`src/rtl/iterative_multiplier_if.sv`:
```
// Operand/result bundle between the register-file read ports, the
// multiplier and the writeback mux.
interface iterative_multiplier_if #(
  parameter int WIDTH = 64
);
  logic             Start;
  logic [1:0]       MulOp;
  logic [WIDTH-1:0] A;
  logic [WIDTH-1:0] B;
  logic [4:0]       DestIn;
  logic [WIDTH-1:0] Result;
  logic [4:0]       DestOut;
  logic             Busy;
  logic             Done;

  modport master (
    output Start, MulOp, A, B, DestIn,
    input  Result, DestOut, Busy, Done
  );

  modport slave (
    input  Start, MulOp, A, B, DestIn,
    output Result, DestOut, Busy, Done
  );
endinterface

```
`src/rtl/iterative_multiplier.sv`:
```
// Multi-cycle shift-add multiplier producing the LEGv8 MUL / SMULH / UMULH
// results with a destination tag for writeback on Done.
module iterative_multiplier #(
  parameter int WIDTH = 64
) (
  input logic                    Clk,
  input logic                    Reset,
  iterative_multiplier_if.slave  mulBus
);
  localparam int CW   = $clog2(WIDTH) + 1;
  localparam int IDXW = $clog2(WIDTH);

  typedef enum logic [1:0] {
    IDLE = 2'd0,
    RUN  = 2'd1,
    FIX  = 2'd2,
    DONE = 2'd3
  } mulStateT;

  mulStateT           stateR;
  mulStateT           nextStateS;
  logic [WIDTH-1:0]   aR;
  logic [WIDTH-1:0]   bR;
  logic [1:0]         opR;
  logic [4:0]         destR;
  logic [2*WIDTH-1:0] accR;
  logic [CW-1:0]      countR;
  logic [WIDTH-1:0]   resultR;
  logic [4:0]         destOutR;
  logic [WIDTH:0]     stepSumS;
  logic [WIDTH-1:0]   smulhS;
  logic [WIDTH-1:0]   resultSelS;
  logic               stepDoneS;

  // RUN keeps one terminal cycle once count reaches WIDTH, so the counter needs the extra bit.
  assign stepDoneS = (countR == CW'(WIDTH));

  // FSM state register
  always_ff @(posedge Clk) begin
    if (Reset) begin
      stateR <= IDLE;
    end else begin
      stateR <= nextStateS;
    end
  end

  // FSM next-state decode
  always_comb begin
    nextStateS = stateR;
    case (stateR)
      IDLE: begin
        if (mulBus.Start) begin
          nextStateS = RUN;
        end else begin
          nextStateS = IDLE;
        end
      end
      RUN: begin
        if (stepDoneS) begin
          nextStateS = FIX;
        end else begin
          nextStateS = RUN;
        end
      end
      FIX:     nextStateS = DONE;
      DONE:    nextStateS = IDLE;
      default: nextStateS = IDLE;
    endcase
  end

  // Shift-add step and result-half selection
  always_comb begin
    stepSumS   = {1'b0, accR[2*WIDTH-1:WIDTH]} +
                 (bR[countR[IDXW-1:0]] ? {1'b0, aR} : {(WIDTH+1){1'b0}});
    // Signed high half recovered from the unsigned high half.
    smulhS     = accR[2*WIDTH-1:WIDTH]
                 - (aR[WIDTH-1] ? bR : {WIDTH{1'b0}})
                 - (bR[WIDTH-1] ? aR : {WIDTH{1'b0}});
    resultSelS = accR[WIDTH-1:0];
    case (opR)
      2'b01:   resultSelS = smulhS;
      2'b10:   resultSelS = accR[2*WIDTH-1:WIDTH];
      default: resultSelS = accR[WIDTH-1:0];
    endcase
  end

  // Operand capture, right-shifting accumulator and output registers
  always_ff @(posedge Clk) begin
    if (Reset) begin
      aR       <= {WIDTH{1'b0}};
      bR       <= {WIDTH{1'b0}};
      opR      <= 2'b00;
      destR    <= 5'd0;
      accR     <= {(2*WIDTH){1'b0}};
      countR   <= {CW{1'b0}};
      resultR  <= {WIDTH{1'b0}};
      destOutR <= 5'd0;
    end else begin
      case (stateR)
        IDLE: begin
          if (mulBus.Start) begin
            aR     <= mulBus.A;
            bR     <= mulBus.B;
            opR    <= mulBus.MulOp;
            destR  <= mulBus.DestIn;
            accR   <= {(2*WIDTH){1'b0}};
            countR <= {CW{1'b0}};
          end
        end
        RUN: begin
          if (!stepDoneS) begin
            accR   <= {stepSumS, accR[WIDTH-1:1]};
            countR <= countR + CW'(1);
          end
        end
        FIX: begin
          resultR  <= resultSelS;
          destOutR <= destR;
        end
        default: begin
        end
      endcase
    end
  end

  assign mulBus.Result  = resultR;
  assign mulBus.DestOut = destOutR;
  assign mulBus.Busy    = (stateR != IDLE);
  assign mulBus.Done    = (stateR == DONE);
endmodule

```
`src/flat_wrapper.sv`:
```
// flat-port wrapper written by rule: the top's interface ports become plain ports
module iterative_multiplier_flat 
#(
  parameter int WIDTH = 64
)
  (Clk, Reset, mulBus_Start, mulBus_MulOp, mulBus_A, mulBus_B, mulBus_DestIn, mulBus_Result, mulBus_DestOut, mulBus_Busy, mulBus_Done);
  iterative_multiplier_if #(.WIDTH(WIDTH)) mulBus_i ();
  input logic Clk;
  input logic Reset;
  input wire logic [$bits(mulBus_i.Start)-1:0] mulBus_Start;
  input wire logic [$bits(mulBus_i.MulOp)-1:0] mulBus_MulOp;
  input wire logic [$bits(mulBus_i.A)-1:0] mulBus_A;
  input wire logic [$bits(mulBus_i.B)-1:0] mulBus_B;
  input wire logic [$bits(mulBus_i.DestIn)-1:0] mulBus_DestIn;
  output wire logic [$bits(mulBus_i.Result)-1:0] mulBus_Result;
  output wire logic [$bits(mulBus_i.DestOut)-1:0] mulBus_DestOut;
  output wire logic [$bits(mulBus_i.Busy)-1:0] mulBus_Busy;
  output wire logic [$bits(mulBus_i.Done)-1:0] mulBus_Done;
  assign mulBus_i.Start = mulBus_Start;
  assign mulBus_i.MulOp = mulBus_MulOp;
  assign mulBus_i.A = mulBus_A;
  assign mulBus_i.B = mulBus_B;
  assign mulBus_i.DestIn = mulBus_DestIn;
  assign mulBus_Result = mulBus_i.Result;
  assign mulBus_DestOut = mulBus_i.DestOut;
  assign mulBus_Busy = mulBus_i.Busy;
  assign mulBus_Done = mulBus_i.Done;
  iterative_multiplier #(.WIDTH(WIDTH)) u_core (.Clk(Clk), .Reset(Reset), .mulBus(mulBus_i));
endmodule
```
`config.mk`:
```
export PLATFORM = sky130hd
export DESIGN_NAME = iterative_multiplier_flat
export DESIGN_NICKNAME = d
export VERILOG_FILES = /design/src/rtl/iterative_multiplier_if.sv /design/src/rtl/iterative_multiplier.sv /design/src/flat_wrapper.sv
export SDC_FILE = /design/constraint.sdc
export NUM_CORES = 1
export LEC_CHECK = 0
export ABC_CLOCK_PERIOD_IN_PS = 9300
export BUFFER_PORTS_ARGS = -buffer_cell sky130_fd_sc_hd__buf_2
export CORE_ASPECT_RATIO = 1.1
export CORE_MARGIN = 3
export CORE_UTILIZATION = 58
export DETAILED_ROUTE_END_ITERATION = 16
export GPL_ROUTABILITY_DRIVEN = 0
export PLACE_DENSITY = 0.78
export SLEW_MARGIN = 25
export SYNTH_ARGS = -nofsm -noshare
export SYNTH_HDL_FRONTEND = slang
export SYNTH_SLANG_ARGS = --single-unit
```
`constraint.sdc`:
```
create_clock -name Clk -period 9.3 [get_ports Clk]
set_input_delay 1.395 -clock Clk [delete_from_list [all_inputs] [get_ports Clk]]
set_output_delay 1.395 -clock Clk [all_outputs]
set_load 0.03 [all_outputs]
```
==> results.md, run 1 <==
Synthesis:
- The cell area that synthesis handed to floorplanning was 24200 µm².
- By area the synthesized netlist is led by sky130_fd_sc_hd__dfxtp_1, sky130_fd_sc_hd__nand2_1, sky130_fd_sc_hd__a21oi_1.
- The most used flip-flop cell after synthesis is sky130_fd_sc_hd__dfxtp_1.
- Counting flops with an async set or reset pin after synthesis yields a share of 0.
- The count of unique library cells instantiated by Yosys is 91.
- The number of nets handed over by synthesis was 3554.
- The largest area contributor in the synthesized netlist is sky130_fd_sc_hd__dfxtp_1.
- The synthesis warning total is 0.
- The cell count after synthesis came out at 3219.
- The post-synthesis sequential area ratio is 0.282.
- The share of synthesized area in the top cell type comes to 0.282.
- The synthesized design contains 0 enable-type register cells.
- Synthesis inferred 341 register bits.
- The synthesized area divided by synthesized cell count is 7.52 µm².

Drt:
- The final route contains 23700 vias.
- The number of antenna-violating nets in the routed design is 0.
- The total wire length is 74200 µm.
- After detailed routing, the average wire length per cell comes to 19.3 µm.
- For this block, the initial DRC count from the detailed router was 2794.
- In the routed design, unresolved DRC markers number 0.
- For this run, the detailed router's first-pass iteration total came to 6.
- After detailed routing, the number of vias per cell comes to 6.17.

Min path:
- The path with the worst hold slack has its endpoint at u_core.mulBus.DestOut[0].
- The hold path startpoint is u_core.destR[0].
- The worst hold path belongs to the class reg2reg.
- The cell count of the worst hold path is 2.

Finish:
- The signed area change from the synthesized netlist to the final layout is 9.64%.
- The number of diodes added for antenna fixing is 0.
- The top cell types in the final layout, fill and taps aside, are sky130_fd_sc_hd__nand2_1, sky130_fd_sc_hd__a21oi_1, sky130_fd_sc_hd__dfxtp_1, sky130_fd_sc_hd__inv_1, sky130_fd_sc_hd__buf_2.
- The final net count is 3599.
- The number of cells in the finished layout apart from fillers is 3843.
- The most common cell after layout, fill and taps aside is sky130_fd_sc_hd__nand2_1.
- The fraction of final layout cells sized beyond drive strength 1 is 0.109.

Clock network:
- The H-tree was split into 2 levels.
- After clock tree synthesis, the flow added hold-fix buffers numbering 0.
- The number of clock sinks is 341.
- The deepest clock path buffer count is 3.
- In this run, CTS created clock tree buffers numbering 38.
- In this run, post-CTS repair resized a total of 0 instances.
- The TritonCTS clock tree is yes.
- The source-to-sink clock delay at the later pin of the worst-skew pair is 580 ps.
- The library cell used as clock root buffer is sky130_fd_sc_hd__clkbuf_16.
- The number of setup buffers added after CTS is 0.
- The post-CTS clock slew at the launch and capture registers of the worst setup and hold paths is 70 ps.

Placement:
- The cell count after placement is 3777.
- The sum of net half-perimeters after detailed placement is 54600 µm.
- The number of input and output port buffers inserted is 208.

Setup path:
- Broken down by cell family, the worst path's largest delay share belongs to compound AO/OA/AOI/OAI gates.
- The sum of buffers and inverters on the critical path is 1.
- The cell that appears most often on the critical path is sky130_fd_sc_hd__o21ai_1.
- The length in cells of the worst reg-to-reg path is 17.
- For this design, the slowest cell found on the critical path is sky130_fd_sc_hd__mux4_4.
- The capture instance of the worst register-to-register path is u_core.accR[126].
- The setup slack of the worst register-to-register path is 2710 ps.
- STA classifies the critical path startpoint as a flip-flop.
- In this run the number of cells on the critical path is 17.
- The startpoint identified for the worst register-to-register timing path is u_core.countR[0].
- The worst setup path is captured at a flip-flop.
- Walking the worst path, the cells encountered are buf_4 > mux4_2 > mux4_2 > mux4_4 > and2_1 > ha_1 > a21oi_1 > o21ai_1 > a221oi_1 > nor4b_2 > a21oi_2 > o21ai_1 > o21ai_1 > a221oi_1 > o21ai_1 > xnor2_1 > a22o_1.
- Along the worst path, the maximum fanout reaches 64.
- The critical path in this run is classified as reg2reg.
- Data on the critical path arrives at its endpoint at 7060 ps.
- At the worst endpoint, the required time is 9770 ps.
- The biggest cell delay along the critical path is 970 ps.

Timing:
- The hold violation count in the final report is 0.
- The post-layout minimum cycle time is 6590 ps.
- Setup repair after global routing left no endpoint under its margin.
- Setup violations remaining at the end of the flow were counted as 0.
- The slew at the pin closest to its max-slew limit is 1030 ps.
- Summed over all failing endpoints, the final setup total negative slack is 0 ps.
- The worst clock skew is 20.0 ps.
- Of the available clock period, the critical path in the final layout requires 0.708.
- Measured against its own limit, the worst slew margin works out to 0.311.
- For this run, the top clock speed supported by timing is 0.152 GHz.
- The number of max-slew violations in the final report is 0.

Die:
- In this run the core area contains 77 standard-cell rows.
- The die span in x is 201 µm.
- In this run the vertical extent of the chip is 220 µm.
- The core region is 40800 µm².
- The starting utilization of the core area is 0.594.
- The die covers 44300 µm².
- The number of placed I/O pins is 209.

Power:
- The analysis attributes to cell leakage a power of 11.4 nW.
- The power density over the cells is 152 nW/µm².
- The highest ir drop seen on vdd is 0.110 mV.

Global routing:
- The number of global-route vias before repair is 22400.
- The number of antenna violations at the first check in global routing is 2.
- For this run, the total global-route usage over all layers was measured as 0.323.
- Entering global routing, the biggest net connects 117 pins.
- The first-pass GRT wire length is 117000 µm.
- Global routing finished with a remaining overflow of 0.

Run status:
- The flow ran to the end, and the final reports show no timing, DRC or antenna violations.

Run:
- The max-capacitance violation count is 0.
[per-layer routing]
layer / vias to the layer above / wire length [µm] / GRT usage
li1: 11100 / - / -
met1: 11100 / 30000 / 0.420
met2: 1240 / 33200 / 0.523
met3: 305 / 7110 / 0.0614
met4: 4 / 3830 / 0.154
met5: - / 26 / 0
[metrics by stage]
stage | hold WS [ps] | setup slack, ps | cell area, µm² | util | power [mW]
6_report | 451 | 2710 | 26600 | 0.652 | 4.03
5_1_grt | 471 | 2420 | 26600 | 0.652 | 4.19
4_1_cts | 449 | 2780 | 26500 | 0.651 | 4.02
3_5_place_dp | 443 | 2820 | 25300 | 0.620 | 2.49
3_3_place_gp | 435 | 3020 | 25300 | 0.620 | 2.47
2_1_floorplan | 432 | 3850 | 24200 | - | 2.26
[area by class of cell]
cell class	instances	area [µm²]
Clock buffer	47	1030
Clock inverter	19	231
Fill cell	3547	14200
Inverter	226	848
Multi-Input combinational cell	2432	15700
Sequential cell	341	6830
Tap cell	553	692
Timing Repair Buffer	225	1180
[worst reg2reg max path: stages, from the launching register on]
cell	delay [ps]
sky130_fd_sc_hd__dfxtp_1	520
sky130_fd_sc_hd__buf_4	360
sky130_fd_sc_hd__mux4_2	560
sky130_fd_sc_hd__mux4_2	500
sky130_fd_sc_hd__mux4_4	970
sky130_fd_sc_hd__and2_1	330
sky130_fd_sc_hd__ha_1	360
sky130_fd_sc_hd__a21oi_1	240
sky130_fd_sc_hd__o21ai_1	150
sky130_fd_sc_hd__a221oi_1	590
sky130_fd_sc_hd__nor4b_2	420
sky130_fd_sc_hd__a21oi_2	160
sky130_fd_sc_hd__o21ai_1	270
sky130_fd_sc_hd__o21ai_1	170
sky130_fd_sc_hd__a221oi_1	410
sky130_fd_sc_hd__o21ai_1	150
sky130_fd_sc_hd__xnor2_1	150
sky130_fd_sc_hd__a22o_1	190
[power by group]
part	switching [mW]	internal, mW	total [mW]
clock network	0.652	0.887	1.54
logic	0.576	0.361	0.937
registers	0.0520	1.50	1.55
total	1.28	2.75	4.03
[synthesized netlist by cell type, drive strengths merged, types with 3 or more instances]
| cell | number |
|---|---|
| or3 | 9 |
| and3 | 19 |
| nand3b | 18 |
| a221o | 16 |
| xnor2 | 69 |
| o21ai | 154 |
| nor2 | 90 |
| nor3b | 5 |
| nand2b | 27 |
| and2 | 193 |
| a21oi | 432 |
| nor2b | 18 |
| nor3 | 37 |
| nand2 | 614 |
| or2 | 3 |
| a211o | 3 |
| o32ai | 8 |
| a211oi | 15 |
| o21a | 9 |
| xor2 | 47 |
| mux2i | 4 |
| o31ai | 8 |
| inv | 226 |
| o41ai | 6 |
| clkbuf | 187 |
| nor4b | 3 |
| nand4 | 46 |
| and4 | 4 |
| o211ai | 14 |
| a22oi | 26 |
| fa | 64 |
| mux4 | 21 |
| buf | 33 |
| ha | 133 |
| a31oi | 14 |
| o21bai | 40 |
| nand3 | 123 |
| a21o | 74 |
| a41oi | 8 |
| a221oi | 21 |
| a22o | 5 |
| nor4 | 6 |
| dfxtp | 341 |
[worst max path at each step]
stage | startpoint | to | slack, ps
finish | u_core.countR[0] | u_core.accR[126] | 2710
global route | u_core.countR[0] | u_core.accR[126] | 2420
CTS | u_core.countR[0] | u_core.accR[121] | 2780
detailed placement | u_core.countR[0] | u_core.accR[126] | 2820
global placement | u_core.countR[0] | u_core.accR[121] | 3020
floorplan | u_core.countR[0] | u_core.accR[121] | 3850
[kinds of logic after synthesis]
group                      Yosys count  synth area share
buffers and inverters              446            0.0705
DFF                                341             0.282
xor gates and xnor gates           116            0.0419
and+or+nand+nor                   1219             0.238
adders and majority gates          197             0.122
AOI/OAI and AO/OA                  875             0.225
muxes                               25            0.0212
[registers in the layout, indices dropped and copies added, names as in the netlist, named ones only]
register / flops
u_core.opR: 2
u_core.aR: 64
u_core.accR: 128
u_core.stateR: 1
u_core.mulBus.DestOut: 5
u_core.mulBus.Result: 64
u_core.destR: 5
u_core.bR: 64
u_core.countR: 7
(Power assumes the default switching activity.)
==> run 2: changes to the inputs <==
ABC_CLOCK_PERIOD_IN_PS = 6600   (was 9300)
clock period = 6.6 ns   (was 9.3 ns; I/O delays follow)
==> run 2 against run 1 <==
Effect of this change:
- critical path depth is the same
- non-clock buffer count did not move
- via count fell by 0.12%
- clock skew rose by 3.7 ps
- first-iteration DRC count is 1.8% lower
- worst setup slack got worse by 2400 ps
- combinational power is 42% higher
- count of clock-buffer cells in the layout up 2
- critical endpoint is now u_core.accR[124]
- largest cell class unchanged
- largest power group is now clock
==> results.md, run 2 (synthesis results as in run 1) <==
Timing:
- The post-route worst setup slack is 298 ps (-2420 ps).
- The post-layout minimum cycle time was 6300 ps (-284 ps).
- The slew at the pin closest to its max-slew limit was 975 ps (-56.2 ps).
- The final number of setup-violating endpoints is 0 (unchanged).
- The hold violation count in the final report is 0 (unchanged).
- The final clock period utilization by the worst path is 0.955 (+0.247).
- The worst-case headroom to the max-slew limit is 0.349 (+0.0382).
- The final-layout setup total negative slack is 0 ps (unchanged).
- The worst clock skew is 23.7 ps (+3.70 ps).
- The maximum operating frequency is 0.159 GHz (+4.5%).
- The number of max-slew violations in the final report came to 0 (unchanged).
- The hold slack is 452 ps (+1.52 ps).
- Setup repair after global routing left no endpoint under its margin.

Power:
- The power density over the cells is 216 nW/µm² (+43%).
- The relative contribution of the clock network to total power is 0.389 (+0.007).
- The net load switching power is 1.80 mW (+41%).
- The power share of the sequential group is 0.380 (-0.005).
- The static power due to leakage was 11.4 nW (about the same).
- The fraction of power spent switching nets is 0.314 (-0.00401).
- The total internal power is 3.95 mW (+44%).
- The highest ir drop seen on vdd is 0.160 mV (+46%).
- The combinational cell fraction of total power is 0.230 (-0.003).

Die:
- The placement row count is 77 (unchanged).
- The die height is 220 µm (unchanged).
- The placeable core area came to 40800 µm² (unchanged).
- The area enclosed by the die boundary was 44300 µm² (unchanged).
- The die span in x is 201 µm (unchanged).
- The starting utilization of the core area is 0.594 (unchanged).
- The number of placed I/O pins is 209 (unchanged).

Setup path:
- The startpoint type of the worst setup path is a flip-flop.
- The required time of the worst setup path was 7060 ps (-2710 ps).
- The kind of end point of the critical path is a flip-flop.
- The critical path data arrival time is 6760 ps (-300 ps).
- The type of the worst setup path is reg2reg.
- The maximum fanout along the worst path is 46 (-28%).

Placement:
- The worst slack at placement came to 471 ps (-2350 ps).
- The sum of net half-perimeters after detailed placement is 54800 µm (+0.37%).
- The cell area reported after detailed placement is 25300 µm² (about the same).
- The number of input and output port buffers inserted is 208 (unchanged).

Drt:
- The routed via count divided by cell count is 6.17 (-0.12%).
- The number of antenna-violating nets in the routed design is 0 (unchanged).
- The residual DRC count is 0 (unchanged).
- The number of detailed-routing iterations run before antenna repair is 6 (unchanged).
- The violation count after the first detailed-route iteration is 2744 (-1.8%).
- The total number of vias is 23700 (-0.12%).
- The total wire length came to 74400 µm (+0.26%).
- The wire length per cell after detailed routing is 19.4 µm (+0.26%).

Global routing:
- The global routing met1 resource utilization is 0.422 (+0.00257).
- The number of global-route vias before repair is 22100 (-1.3%).
- The global-route track usage on met3 is 0.0653 (+0.00397).
- The total grt overflow is 0 (unchanged).
- The first-pass GRT wire length is 117000 µm (+0.35%).
- The number of antenna violations at the first check in global routing was 1 (-1).
- The pin count of the biggest net entering global routing is 198 (+69%).
- The layer flagged by global routing as most heavily used is met2.
- The total global-route track usage is 0.325 (+0.00199).
- The met2 global-route usage is 0.518 (-0.00502).

Finish:
- The flip-flop and latch area is 6830 µm² (unchanged).
- The number of diodes added for antenna fixing is 0 (unchanged).
- The fraction of final layout cells sized beyond drive strength 1 is 0.107 (-0.00152).
- The number of fill cells came to 3511 (-1.0%).
- The total area of multi-input combinational cells is 15700 µm² (about the same).
- The largest register by flop count is u_core.accR.
- The library cells used most frequently in the layout, excluding fill and tap cells, are sky130_fd_sc_hd__nand2_1, sky130_fd_sc_hd__a21oi_1, sky130_fd_sc_hd__dfxtp_1, sky130_fd_sc_hd__inv_1, sky130_fd_sc_hd__buf_2.
- The cell area after layout is 26600 µm² (+0.17%).
- The flip-flop count of the largest register, all copies and words added came to 128 (unchanged).
- The library cell used most frequently in the layout, excluding fill and tap cells, is sky130_fd_sc_hd__nand2_1.
- The final net count is 3598 (-0.028%).
- From synthesis to final layout, the design area changed by 9.83%.

Clock network:
- In this run the clock root is driven by a sky130_fd_sc_hd__clkbuf_16.
- The post-cts gate resize count came to 0 (unchanged).
- The post-CTS clock slew at the launch and capture registers of the worst setup and hold paths is 60 ps (about the same).
- The number of buffers added to fix hold violations after cts is 0 (unchanged).
- The TritonCTS clock tree is yes.
- The deepest clock path buffer count is 3 (unchanged).
- The number of clock sinks came to 341 (unchanged).
- The source-to-sink clock delay at the later pin of the worst-skew pair is 580 ps (about the same).
- The number of levels in the clock H-tree was 2 (unchanged).
- The number of buffers created by CTS came to 37 (-2.6%).
- The setup fix buffers added after clock tree synthesis was 0 (unchanged).

Min path:
- The type of the tightest min-delay check is reg2reg.

Run status:
- The run finished with clean final reports.

Run:
- The max-capacitance violation count came to 0 (unchanged).
-- run 2: cell count changes in the layout (fill, tap and decap cells not counted) --
cell,change
sky130_fd_sc_hd__clkbuf_16,-1
sky130_fd_sc_hd__mux4_2,+1
sky130_fd_sc_hd__clkbuf_8,-2
sky130_fd_sc_hd__buf_12,+1
sky130_fd_sc_hd__inv_16,-1
sky130_fd_sc_hd__clkinv_4,+1
sky130_fd_sc_hd__bufinv_16,+3
sky130_fd_sc_hd__clkbuf_1,+5
sky130_fd_sc_hd__mux4_4,-1
sky130_fd_sc_hd__buf_4,-1
sky130_fd_sc_hd__clkinvlp_4,-1
sky130_fd_sc_hd__inv_8,-1
sky130_fd_sc_hd__clkinv_16,+1
sky130_fd_sc_hd__clkinv_2,-4
-- run 2: worst paths after layout --
check	start	endpoint	slack, ps	depth (start not counted)
max	u_core.countR[1]	u_core.accR[124]	300	17
max reg2reg	u_core.countR[1]	u_core.accR[124]	300	17
min	u_core.mulBus.DestOut[0]	u_core.mulBus.DestOut[0]	450	2
min reg2reg	u_core.mulBus.DestOut[0]	u_core.mulBus.DestOut[0]	450	2
-- run 2: layout make-up --
class                           count  area share
Inverter                          226      0.0319
Multi-Input combinational cell   2432       0.592
Tap cell                          553      0.0260
Timing Repair Buffer              225      0.0448
Sequential cell                   341       0.257
Clock buffer                       49      0.0376
Clock inverter                     17      0.0113
-- run 2: power by group through the flow --
stage / registers (mW) / logic, mW / clock network (mW)
after floorplan: 2.18 / 1.00 / 0
after global placement: 2.23 / 1.26 / 0
after detailed placement: 2.23 / 1.29 / 0
after CTS: 2.18 / 1.29 / 2.26
after global routing: 2.19 / 1.44 / 2.35
final: 2.19 / 1.33 / 2.24
-- run 2: worst max-delay path: stages (launching register included) --
cell                       delay (ps)
sky130_fd_sc_hd__dfxtp_1          960
sky130_fd_sc_hd__mux4_2           430
sky130_fd_sc_hd__mux4_2           550
sky130_fd_sc_hd__mux4_2           700
sky130_fd_sc_hd__buf_4            350
sky130_fd_sc_hd__and2_1           230
sky130_fd_sc_hd__ha_1             470
sky130_fd_sc_hd__and4_1           280
sky130_fd_sc_hd__and3_1           190
sky130_fd_sc_hd__a221oi_1         100
sky130_fd_sc_hd__or4_1            540
sky130_fd_sc_hd__a21oi_2          290
sky130_fd_sc_hd__nand2b_1         210
sky130_fd_sc_hd__a21oi_1          130
sky130_fd_sc_hd__o31a_1           290
sky130_fd_sc_hd__o21ai_1          180
sky130_fd_sc_hd__xnor2_1          170
sky130_fd_sc_hd__o21ai_1           80
-- run 2: per-layer routing --
| layer | up-vias | wire length [µm] |
|---|---|---|
| met5 | - | 9 |
| li1 | 11100 | - |
| met4 | 2 | 4100 |
| met1 | 11100 | 30100 |
| met2 | 1254 | 32800 |
| met3 | 283 | 7430 |
-- run 2: per-stage QoR --
stage           util  std cells  power, mW
6_report       0.653       3843       5.75
5_1_grt        0.653       3843       5.98
4_1_cts        0.653       3843       5.74
3_5_place_dp   0.621       3777       3.52
3_3_place_gp   0.621       3777       3.48
2_1_floorplan      -       3219       3.19
